### src/rtl/scan_display_driver_pkg.sv
// Shared defaults and width helper for the multiplexed display driver.
package scan_pkg;

    localparam int NUM_DIGITS_DEF  = 4;
    localparam int CHAR_W_DEF      = 4;
    localparam int TICK_DIV_DEF    = 16384;
    localparam int SLOT_PHASES_DEF = 4;
    localparam int ON_PHASE_DEF    = 2;

    // Index width for a counter over n values; never narrower than one bit.
    function automatic int idx_w(input int n);
        return (n > 1) ? $clog2(n) : 1;
    endfunction

endpackage

### src/rtl/scan_display_driver_timebase.sv
// Prescaler, phase and digit counters; flags the tick that closes a frame.
module scan_timebase
    import scan_pkg::*;
#(
    parameter int NUM_DIGITS  = NUM_DIGITS_DEF,
    parameter int TICK_DIV    = TICK_DIV_DEF,
    parameter int SLOT_PHASES = SLOT_PHASES_DEF
) (
    input  logic                           clk,
    input  logic                           rst_n,
    input  logic                           enable,
    output logic                           tick,
    output logic [idx_w(SLOT_PHASES)-1:0] phase,
    output logic [idx_w(NUM_DIGITS)-1:0]  digit,
    output logic                           frame_end
);

    localparam int PS_W = idx_w(TICK_DIV);
    localparam int PH_W = idx_w(SLOT_PHASES);
    localparam int DG_W = idx_w(NUM_DIGITS);

    logic [PS_W-1:0] presc_q, presc_d;
    logic [PH_W-1:0] phase_q, phase_d;
    logic [DG_W-1:0] digit_q, digit_d;
    logic            phase_last;
    logic            digit_last;

    assign phase_last = (phase_q == PH_W'(SLOT_PHASES - 1));
    assign digit_last = (digit_q == DG_W'(NUM_DIGITS - 1));
    assign tick       = enable && (presc_q == PS_W'(TICK_DIV - 1));
    assign frame_end  = tick && phase_last && digit_last;
    assign phase      = phase_q;
    assign digit      = digit_q;

    // Counter advance; a disabled timebase is held at zero.
    always_comb begin
        presc_d = presc_q;
        phase_d = phase_q;
        digit_d = digit_q;
        if (!enable) begin
            presc_d = '0;
            phase_d = '0;
            digit_d = '0;
        end else if (tick) begin
            presc_d = '0;
            if (phase_last) begin
                phase_d = '0;
                if (digit_last) begin
                    digit_d = '0;
                end else begin
                    digit_d = digit_q + DG_W'(1);
                end
            end else begin
                phase_d = phase_q + PH_W'(1);
            end
        end else begin
            presc_d = presc_q + PS_W'(1);
        end
    end

    // Counter state registers.
    always_ff @(posedge clk or negedge rst_n) begin
        if (!rst_n) begin
            presc_q <= '0;
            phase_q <= '0;
            digit_q <= '0;
        end else begin
            presc_q <= presc_d;
            phase_q <= phase_d;
            digit_q <= digit_d;
        end
    end

endmodule

### src/rtl/scan_display_driver.sv
// Multiplexing driver for a common-anode display: double-buffered character
// data committed at frame boundaries, guard-phased active-low anode drive.
module scan_display_driver
    import scan_pkg::*;
#(
    parameter int NUM_DIGITS  = NUM_DIGITS_DEF,
    parameter int CHAR_W      = CHAR_W_DEF,
    parameter int TICK_DIV    = TICK_DIV_DEF,
    parameter int SLOT_PHASES = SLOT_PHASES_DEF,
    parameter int ON_PHASE    = ON_PHASE_DEF
) (
    input  logic                           clk,
    input  logic                           rst_n,
    input  logic                           enable,
    input  logic                           load,
    input  logic [NUM_DIGITS*CHAR_W-1:0]   chars_in,
    input  logic [NUM_DIGITS-1:0]          digit_en_in,
    output logic [NUM_DIGITS-1:0]          an,
    output logic [CHAR_W-1:0]              char_out,
    output logic [idx_w(NUM_DIGITS)-1:0]   digit_idx,
    output logic                           pending,
    output logic                           frame_done
);

    localparam int PH_W = idx_w(SLOT_PHASES);
    localparam int DG_W = idx_w(NUM_DIGITS);
    localparam int CV_W = NUM_DIGITS * CHAR_W;

    if (NUM_DIGITS < 2 || TICK_DIV < 1 || SLOT_PHASES < 3 ||
        ON_PHASE < 1 || ON_PHASE > SLOT_PHASES - 2) begin : g_bad_params
        $fatal(1, "scan_display_driver: illegal parameter combination");
    end

    logic            tick;
    logic [PH_W-1:0] phase;
    logic [DG_W-1:0] digit;
    logic            frame_end;
    logic            frame_commit;
    logic [DG_W-1:0] digit_sel;

    logic [CV_W-1:0]       sh_chars_q, sh_chars_d, act_chars_q, act_chars_d;
    logic [NUM_DIGITS-1:0] sh_en_q, sh_en_d, act_en_q, act_en_d;
    logic                  pending_q, pending_d;
    logic [NUM_DIGITS-1:0] an_q, an_d;
    logic [CHAR_W-1:0]     char_q, char_d;
    logic [DG_W-1:0]       idx_q, idx_d;
    logic                  fe_dly_q, fd_q, fd_d;

    scan_timebase #(
        .NUM_DIGITS (NUM_DIGITS),
        .TICK_DIV   (TICK_DIV),
        .SLOT_PHASES(SLOT_PHASES)
    ) u_timebase (
        .clk      (clk),
        .rst_n    (rst_n),
        .enable   (enable),
        .tick     (tick),
        .phase    (phase),
        .digit    (digit),
        .frame_end(frame_end)
    );

    assign frame_commit = tick && frame_end;
    // Counters are still non-zero during the first disabled cycle.
    assign digit_sel    = enable ? digit : '0;

    // Shadow capture and commit into the active buffer.
    always_comb begin
        sh_chars_d  = sh_chars_q;
        sh_en_d     = sh_en_q;
        act_chars_d = act_chars_q;
        act_en_d    = act_en_q;
        pending_d   = pending_q;
        if (load) begin
            sh_chars_d = chars_in;
            sh_en_d    = digit_en_in;
        end else begin
            sh_chars_d = sh_chars_q;
            sh_en_d    = sh_en_q;
        end
        if (load && frame_commit) begin
            act_chars_d = chars_in;
            act_en_d    = digit_en_in;
            pending_d   = 1'b0;
        end else if (pending_q && (frame_commit || !enable)) begin
            act_chars_d = sh_chars_q;
            act_en_d    = sh_en_q;
            pending_d   = load;
        end else begin
            pending_d   = pending_q | load;
        end
    end

    // Next values of the registered display outputs.
    always_comb begin
        an_d   = '1;
        char_d = act_chars_q[int'(digit_sel) * CHAR_W +: CHAR_W];
        idx_d  = digit_sel;
        fd_d   = fe_dly_q & enable;
        if (enable && (phase == PH_W'(ON_PHASE)) && act_en_q[digit_sel]) begin
            an_d[digit_sel] = 1'b0;
        end else begin
            an_d = '1;
        end
    end

    // Buffer and output registers.
    always_ff @(posedge clk or negedge rst_n) begin
        if (!rst_n) begin
            sh_chars_q  <= '0;
            sh_en_q     <= '0;
            act_chars_q <= '0;
            act_en_q    <= '0;
            pending_q   <= 1'b0;
            an_q        <= '1;
            char_q      <= '0;
            idx_q       <= '0;
            fe_dly_q    <= 1'b0;
            fd_q        <= 1'b0;
        end else begin
            sh_chars_q  <= sh_chars_d;
            sh_en_q     <= sh_en_d;
            act_chars_q <= act_chars_d;
            act_en_q    <= act_en_d;
            pending_q   <= pending_d;
            an_q        <= an_d;
            char_q      <= char_d;
            idx_q       <= idx_d;
            fe_dly_q    <= frame_commit;
            fd_q        <= fd_d;
        end
    end

    assign an         = an_q;
    assign char_out   = char_q;
    assign digit_idx  = idx_q;
    assign pending    = pending_q;
    assign frame_done = fd_q;

endmodule

### config.mk
export PLATFORM = sky130hd
export DESIGN_NAME = scan_display_driver
export DESIGN_NICKNAME = d
export VERILOG_FILES = /design/src/rtl/scan_display_driver_pkg.sv /design/src/rtl/scan_display_driver_timebase.sv /design/src/rtl/scan_display_driver.sv
export SDC_FILE = /design/constraint.sdc
export NUM_CORES = 1
export LEC_CHECK = 0
export BUFFER_PORTS_ARGS = -buffer_cell sky130_fd_sc_hd__buf_2
export CAP_MARGIN = 25
export CORE_ASPECT_RATIO = 1.4
export CORE_MARGIN = 3
export CORE_UTILIZATION = 58
export CTS_CLUSTER_DIAMETER = 40
export DETAILED_ROUTE_END_ITERATION = 8
export PLACE_DENSITY = 0.79
export SLEW_MARGIN = 25
export SYNTH_ARGS = -nofsm -noshare
export SYNTH_HDL_FRONTEND = slang
export SYNTH_SLANG_ARGS = --single-unit
### constraint.sdc
create_clock -name clk -period 2.4 [get_ports clk]
set_input_delay 0.12 -clock clk [delete_from_list [all_inputs] [get_ports clk]]
set_output_delay 0.12 -clock clk [all_outputs]
set_load 0.01 [all_outputs]
==> results of run 1 <==
==> metal layers <==
layer	GRT usage, %	vias up	wire [um]
li1	-	1289	-
met1	32.1	1430	3200
met2	41.5	114	4340
met3	4.55	19	501
met4	13.5	0	195
met5	0	-	0
==> timing repair <==
action,4_1_cts,5_1_grt
endpoints found under the setup margin,0,18
resized for setup,0,1
endpoints found under the hold margin,32,0
buffers inserted,0,0
hold buffers,6,0
==> logic make-up after synthesis <==
group,Yosys count
AND/OR/NAND/NOR,124
flip-flops,71
AO/OA/AOI/OAI,59
buffers and inverters,32
multiplexers,24
XOR/XNOR,11
adder cells (fa/ha/maj),4
==> worst max-delay path by stage <==
| stage | cells past startpoint | startpoint | endpoint | slack [ns] |
|---|---|---|---|---|
| final | 5 | u_timebase.presc_q[0] | act_chars_q[8] | 0.12 |
| after floorplan | 7 | u_timebase.presc_q[0] | act_chars_q[15] | 0.41 |
| after detailed placement | 5 | u_timebase.presc_q[0] | act_chars_q[8] | 0.11 |
| after CTS | 5 | u_timebase.presc_q[0] | act_chars_q[8] | 0.07 |
| after global placement | 5 | u_timebase.presc_q[0] | act_chars_q[14] | 0.20 |
| after global routing | 5 | u_timebase.presc_q[0] | act_chars_q[8] | 0.005 |
==> final cells by class <==
class	count	share of cell area [%]
Multi-Input combinational cell	222	38.1
Inverter	5	0.468
Clock inverter	6	2.68
Timing Repair Buffer	55	8.80
Tap cell	68	2.12
Sequential cell	71	44.4
Clock buffer	10	3.43
==> state kept, by name, summed over array words and instances (netlist names) <==
| name | cells |
|---|---|
| act_chars_q | 16 |
| sh_chars_q | 16 |
| u_timebase.presc_q | 14 |
| act_en_q | 4 |
| an | 4 |
| char_out | 4 |
| sh_en_q | 4 |
| digit_idx | 2 |
| u_timebase.digit | 2 |
| u_timebase.phase | 2 |
| fe_dly_q | 1 |
| frame_done | 1 |
| pending | 1 |
==> critical path, cell delays in order (launching register included) <==
cell and delay [ns]:
dfrtp_1 0.39, ha_1 0.24, nand4_2 0.13, or4_1 0.62, or2_2 0.52, a41oi_1 0.27
==> cells in the final DEF, fill, tap and decap left out, types with 11 or more instances in the layout <==
master,Yosys,layout
buf_2,6,35
a22oi_1,24,24
a41oi_1,18,18
nor3_1,20,20
nor2_1,15,15
dfrtp_1,67,67
buf_4,1,13
nand3_1,48,48
mux2_2,24,24
nand2_1,11,11
==> where the power goes <==
part	total (W)	leakage [nW]	switching [W]	internal [W]
Clock	0.00117	0.122	0.000453	0.000714
Sequential	0.00135	0.826	0.0000693	0.00128
Combinational	0.000269	0.737	0.000137	0.000131
==> metrics by stage <==
stage | cell area [um2] | setup slack [ns] | hold slack [ns]
after detailed placement | 3700 | 0.113 | 0.180
after global placement | 3700 | 0.202 | 0.183
after CTS | 4010 | 0.0669 | 0.000971
after floorplan | 3450 | 0.411 | -0.176
final | 4010 | 0.117 | 0.00873
after global routing | 4010 | 0.00475 | 0.00950
==> results.ini, run 1 <==
[logic_synthesis]
yosys.area_share.simple_pct=19.0
syn_nets=353
synth_compound_area_share_pct=12.9
synthXorXnorAreaFrac_pct=2.80
yosys.area_share.adder_pct=1.45
ys_types=35
synth_top_family_by_area=simple AND/OR/NAND/NOR gates
syn_area_per_cell_um2=10.6
synth_edf_count=0
synth_common_cells=67 x dfrtp_1, 48 x nand3_1, 24 x a22oi_1, 24 x mux2_2, 20 x nor3_1
seq_area_frac_synth_pct=51.7
netlist_area_mm2=0.00345
ys_seq_elements=71
async_flop_share_pct=100
yosysMostFrequentCell=dfrtp_1
muxShareOfSynthArea_pct=7.84
synth_top_cell_by_area=dfrtp_1
synth_top_area_share_pct=48.7
ys_warn_count=0
synth_cells=325
synth_top_flop_cell=dfrtp_1
synth_top_cells_by_area=dfrtp_1 49%, mux2_2 7.8%, nand3_1 7.0%

[sta]
rsz0062_at_grt=no
fin_crit_sh_pct=95.1
final.setup.tns_ns=0
finClkSkew_ns=0.00948
fmax_mhz=438
finalSetupViolations=0
min_period_ns=2.28
maxSlewHeadroom_pct=49.1
hold_viol=0
drv_slew=0
worst_pin_slew_ns=0.761

[global_routing]
grt_max_degree=45
overflow=0
track_usage_pct=25.6
grt_pass1_wl_um=14100
antenna_found_initial=0
grt_pass1_vias=3034

[floorplanning]
io_pins=36
start_util_pct=61.0
fp.dieW_um=71.1
num_rows=32
die_area_mm2=0.00691
die_y_um=97.2
core_mm2=0.00565

[setup_path]
crit_type=flop to flop
cp_max_fo=20
r2r_start=u_timebase.presc_q[0]
regToRegSetupSlack_ns=0.12
worstReg2RegEnd=act_chars_q[8]
cp.arrival_ns=2.54
cp-end-kind=flop
worst-r2r-cell-count=5
critPathLaunchType=flop
critical_path_required_ns=2.66

[power]
p_total_w=0.00278
vdd_drop_max_uv=477
pwr_density_cell_mw_per_mm2=694
leakage_nw=1.68

[final_layout]
final_nets=392
area_growth_pct=16.4
num_antenna_cells=0
nFillCells=384
multi_input_area_mm2=0.00153
drive_gt1_share_pct=27.4
fin_cells=437
layout.area.seq_mm2=0.00178
utilization_pct=71.0

[cts]
root_buffer=clkbuf_8
insertion_delay_ns=0.36
cts_buffer_depth=2
numCtsBuffers=9
cts_tree=built
cts.sinks=71
path_clk_slew_ns=0.08
htree_levels=3

[route]
routedWlPerCell_um=18.8
drcViolationCount=0
drtIter0Drc=216
dr.pass1.iters=5
vias_per_cell=6.53
drt-total-wl_um=8240
drtAntennaViolNets=0
vias=2852

[worst_hold_path]
min_delay_path_depth=2
worstHoldEndpoint=sh_en_q[1]
hp-start=digit_en_in[1]
hold_path.class=primary input to flop

[place]
dp_cells=415
dp_hpwl_um=5280
gp_congestion=0.780
port_buffers=35

[run]
drv_cap=0

[run_status]
status=completed

Note: power is estimated with default switching activity, not from simulation.
==> run 2, diff against run 1 <==
CORE_UTILIZATION = 61   (was 58)
CTS_BUF_LIST = sky130_fd_sc_hd__clkbuf_4 sky130_fd_sc_hd__clkbuf_8   (was not set)
PLACE_DENSITY = 0.82   (was 0.79)
==> run 2 against run 1 <==
  * Via count down 1.2%
  * Utilization up 2.9 points
  * Clock skew about the same
  * Worst setup slack better by 0.094 ns
  * Non-clock buffer count down 6
  * Clock power about the same
  * The run now ends with hold timing left
  * Largest power group unchanged
  * Flip-flop and latch count unchanged
  * Critical path type unchanged
  * Critical path depth unchanged
  * Maximum frequency up 4.3%
  * Sequential share of layout area up 0.91 points
  * First-iteration DRC count up 4.2%
==> results.ini, run 2 (synthesized netlist as in run 1, its figures left out) <==
[final_layout]
area_growth_pct=14.1  ; was 16.4%
num_antenna_cells=0  ; unchanged
final_common_cell=dfrtp_1  ; unchanged
drive_gt1_share_pct=27.8  ; was 27.4%
final_nets=386  ; was 392
final_cell_mix=67 x dfrtp_1, 48 x nand3_1, 35 x buf_2, 24 x mux2_2, 24 x a22oi_1  ; unchanged
reg.largest.list=act_chars_q: 16 flops, sh_chars_q: 16 flops, u_timebase.presc_q: 14 flops  ; unchanged

[route]
drt-total-wl_um=8010  ; was 8240 um
drcViolationCount=0  ; unchanged
vias_per_cell=6.57  ; was 6.53
drtAntennaViolNets=0  ; unchanged
dr.pass1.iters=5  ; unchanged
routedWlPerCell_um=18.7  ; was 18.8 um
vias=2818  ; was 2852
drtIter0Drc=225  ; was 216

[worst_hold_path]
hold_path.class=primary input to async pin  ; was primary input to flop

[sta]
final.setup.tns_ns=0  ; unchanged
fin_crit_sh_pct=91.2  ; was 95.1%
hold_viol=44  ; was 0
worst_pin_slew_ns=0.877  ; was 0.761 ns
fmax_mhz=457  ; was 438 MHz
drv_slew=0  ; unchanged
fin_hold_ws_ns=-0.0356  ; was 0.00873 ns
maxSlewHeadroom_pct=41.5  ; was 49.1%
finClkSkew_ns=0.00965  ; was 0.00948 ns
min_period_ns=2.19  ; was 2.28 ns
setup_ws_ns=0.211  ; was 0.117 ns
rsz0062_at_grt=no  ; unchanged
finalSetupViolations=0  ; unchanged

[run_status]
violations=hold timing
status=complete, but fails checks  ; was completed

[setup_path]
critPathLaunchType=flop  ; unchanged
worstReg2RegEnd=act_chars_q[6]  ; was act_chars_q[8]
cp-endpoint=act_chars_q[6]  ; was act_chars_q[8]
regToRegSetupSlack_ns=0.21  ; was 0.12 ns
cp_max_fo=20  ; unchanged
critical_path_required_ns=2.65  ; was 2.66 ns
worst-r2r-cell-count=5  ; unchanged
r2r_start=u_timebase.presc_q[0]  ; unchanged
cp.arrival_ns=2.44  ; was 2.54 ns
crit_type=flop to flop  ; unchanged
cp-end-kind=flop  ; unchanged
critPathLaunch=u_timebase.presc_q[0]  ; unchanged

[place]
gp_congestion=0.775  ; was 0.780
dp_hpwl_um=4980  ; was 5280 um
port_buffers=35  ; unchanged
place_ws_ns=0.108  ; was 0.113 ns

[floorplanning]
die_y_um=94.9  ; was 97.2 um
fp.dieW_um=69.5  ; was 71.1 um
start_util_pct=64.8  ; was 61.0%
io_pins=36  ; unchanged
core_mm2=0.00531  ; was 0.00565 mm2
num_rows=31  ; was 32
die_area_mm2=0.00660  ; was 0.00691 mm2

[run]
drv_cap=0  ; unchanged

[cts]
cts.sinks=71  ; unchanged
cts_tree=built  ; unchanged
htree_levels=3  ; unchanged
cts_buffer_depth=2  ; unchanged
root_buffer=clkbuf_8  ; unchanged
hold_buffers=0  ; was 6
numCtsBuffers=9  ; unchanged
insertion_delay_ns=0.35  ; was 0.36 ns
cts_setup_buffers=0  ; unchanged
path_clk_slew_ns=0.07  ; was 0.08 ns

[global_routing]
grt_pass1_wl_um=13100  ; was 14100 um
grt_pass1_vias=2769  ; was 3034
track_usage_pct=25.6  ; about the same
antenna_found_initial=0  ; unchanged
grt_max_degree=72  ; was 45
overflow=0  ; unchanged

[power]
vdd_drop_max_uv=597  ; was 477 uV
leakage_nw=1.66  ; was 1.68 nW
pwr_density_cell_mw_per_mm2=700  ; was 694 mW/mm2

==> run 2: cell types whose count changed in the layout (fill, tap and decap cells not counted), sizes merged <==
cell,previous run,this run
clkinvlp,1,0
clkinv,2,3
dlygate4sd3,6,0
==> run 2: worst min-delay path by stage <==
stage,cells past startpoint,to,startpoint
after floorplan,0,act_chars_q[0],rst_n
final,2,u_timebase.presc_q[4],rst_n
after global placement,2,sh_chars_q[13],rst_n
after CTS,2,u_timebase.presc_q[6],rst_n
after detailed placement,2,frame_done,rst_n
after global routing,2,sh_chars_q[0],chars_in[0]
==> run 2: power by group <==
part	switching, W	leakage (nW)	internal [W]	total (W)
clock network	0.000443	0.124	0.000700	0.00114
logic	0.000135	0.707	0.000123	0.000258
registers	0.0000695	0.826	0.00128	0.00135
total	0.000648	1.66	0.00210	0.00275
==> run 2: routing by layer <==
layer | part of all wire, % | wire [um] | global-route usage, % | vias up
met1 | 37 | 3000 | 29.7 | 1392
met3 | 7.0 | 558 | 5.64 | 28
met5 | 0 | 0 | 0 | -
met4 | 3.1 | 246 | 13.5 | 0
li1 | - | - | - | 1278
met2 | 52 | 4200 | 44.2 | 120
==> run 2: what timing repair did <==
action / in CTS / in global routing
endpoints found under the setup margin: 0 / 2
gates resized for setup: 0 / 1
endpoints found under the hold margin: 0 / 0
==> run 2: through the flow <==
step	instance area (um2)	total power, W	utilization (%)	std cells	hold WS, ns
after CTS	3930	0.00276	74.0	429	0.00490
after detailed placement	3690	0.00162	69.4	413	0.372
after global placement	3690	0.00161	69.4	413	0.369
after floorplan	3450	0.00151	-	325	-0.176
final	3930	0.00275	74.0	429	-0.0356
after global routing	3930	0.00284	74.0	429	0.0143
==> run 2: critical path: stages, from the launching register on <==
cell and delay, ns:
dfrtp_1 0.38, ha_1 0.23, nand4_2 0.12, or4_1 0.60, or2_2 0.52, a41oi_1 0.25
==> run 2: cell type report <==
cell class                 count  area [um2]
sequential                    71        1780
multi-input combinational    222        1530
fill                         384        1380
timing repair buffer          49         280
clock buffer                  10         131
clock inverter                 6         109
tap                           66        82.6
inverter                       5        18.8
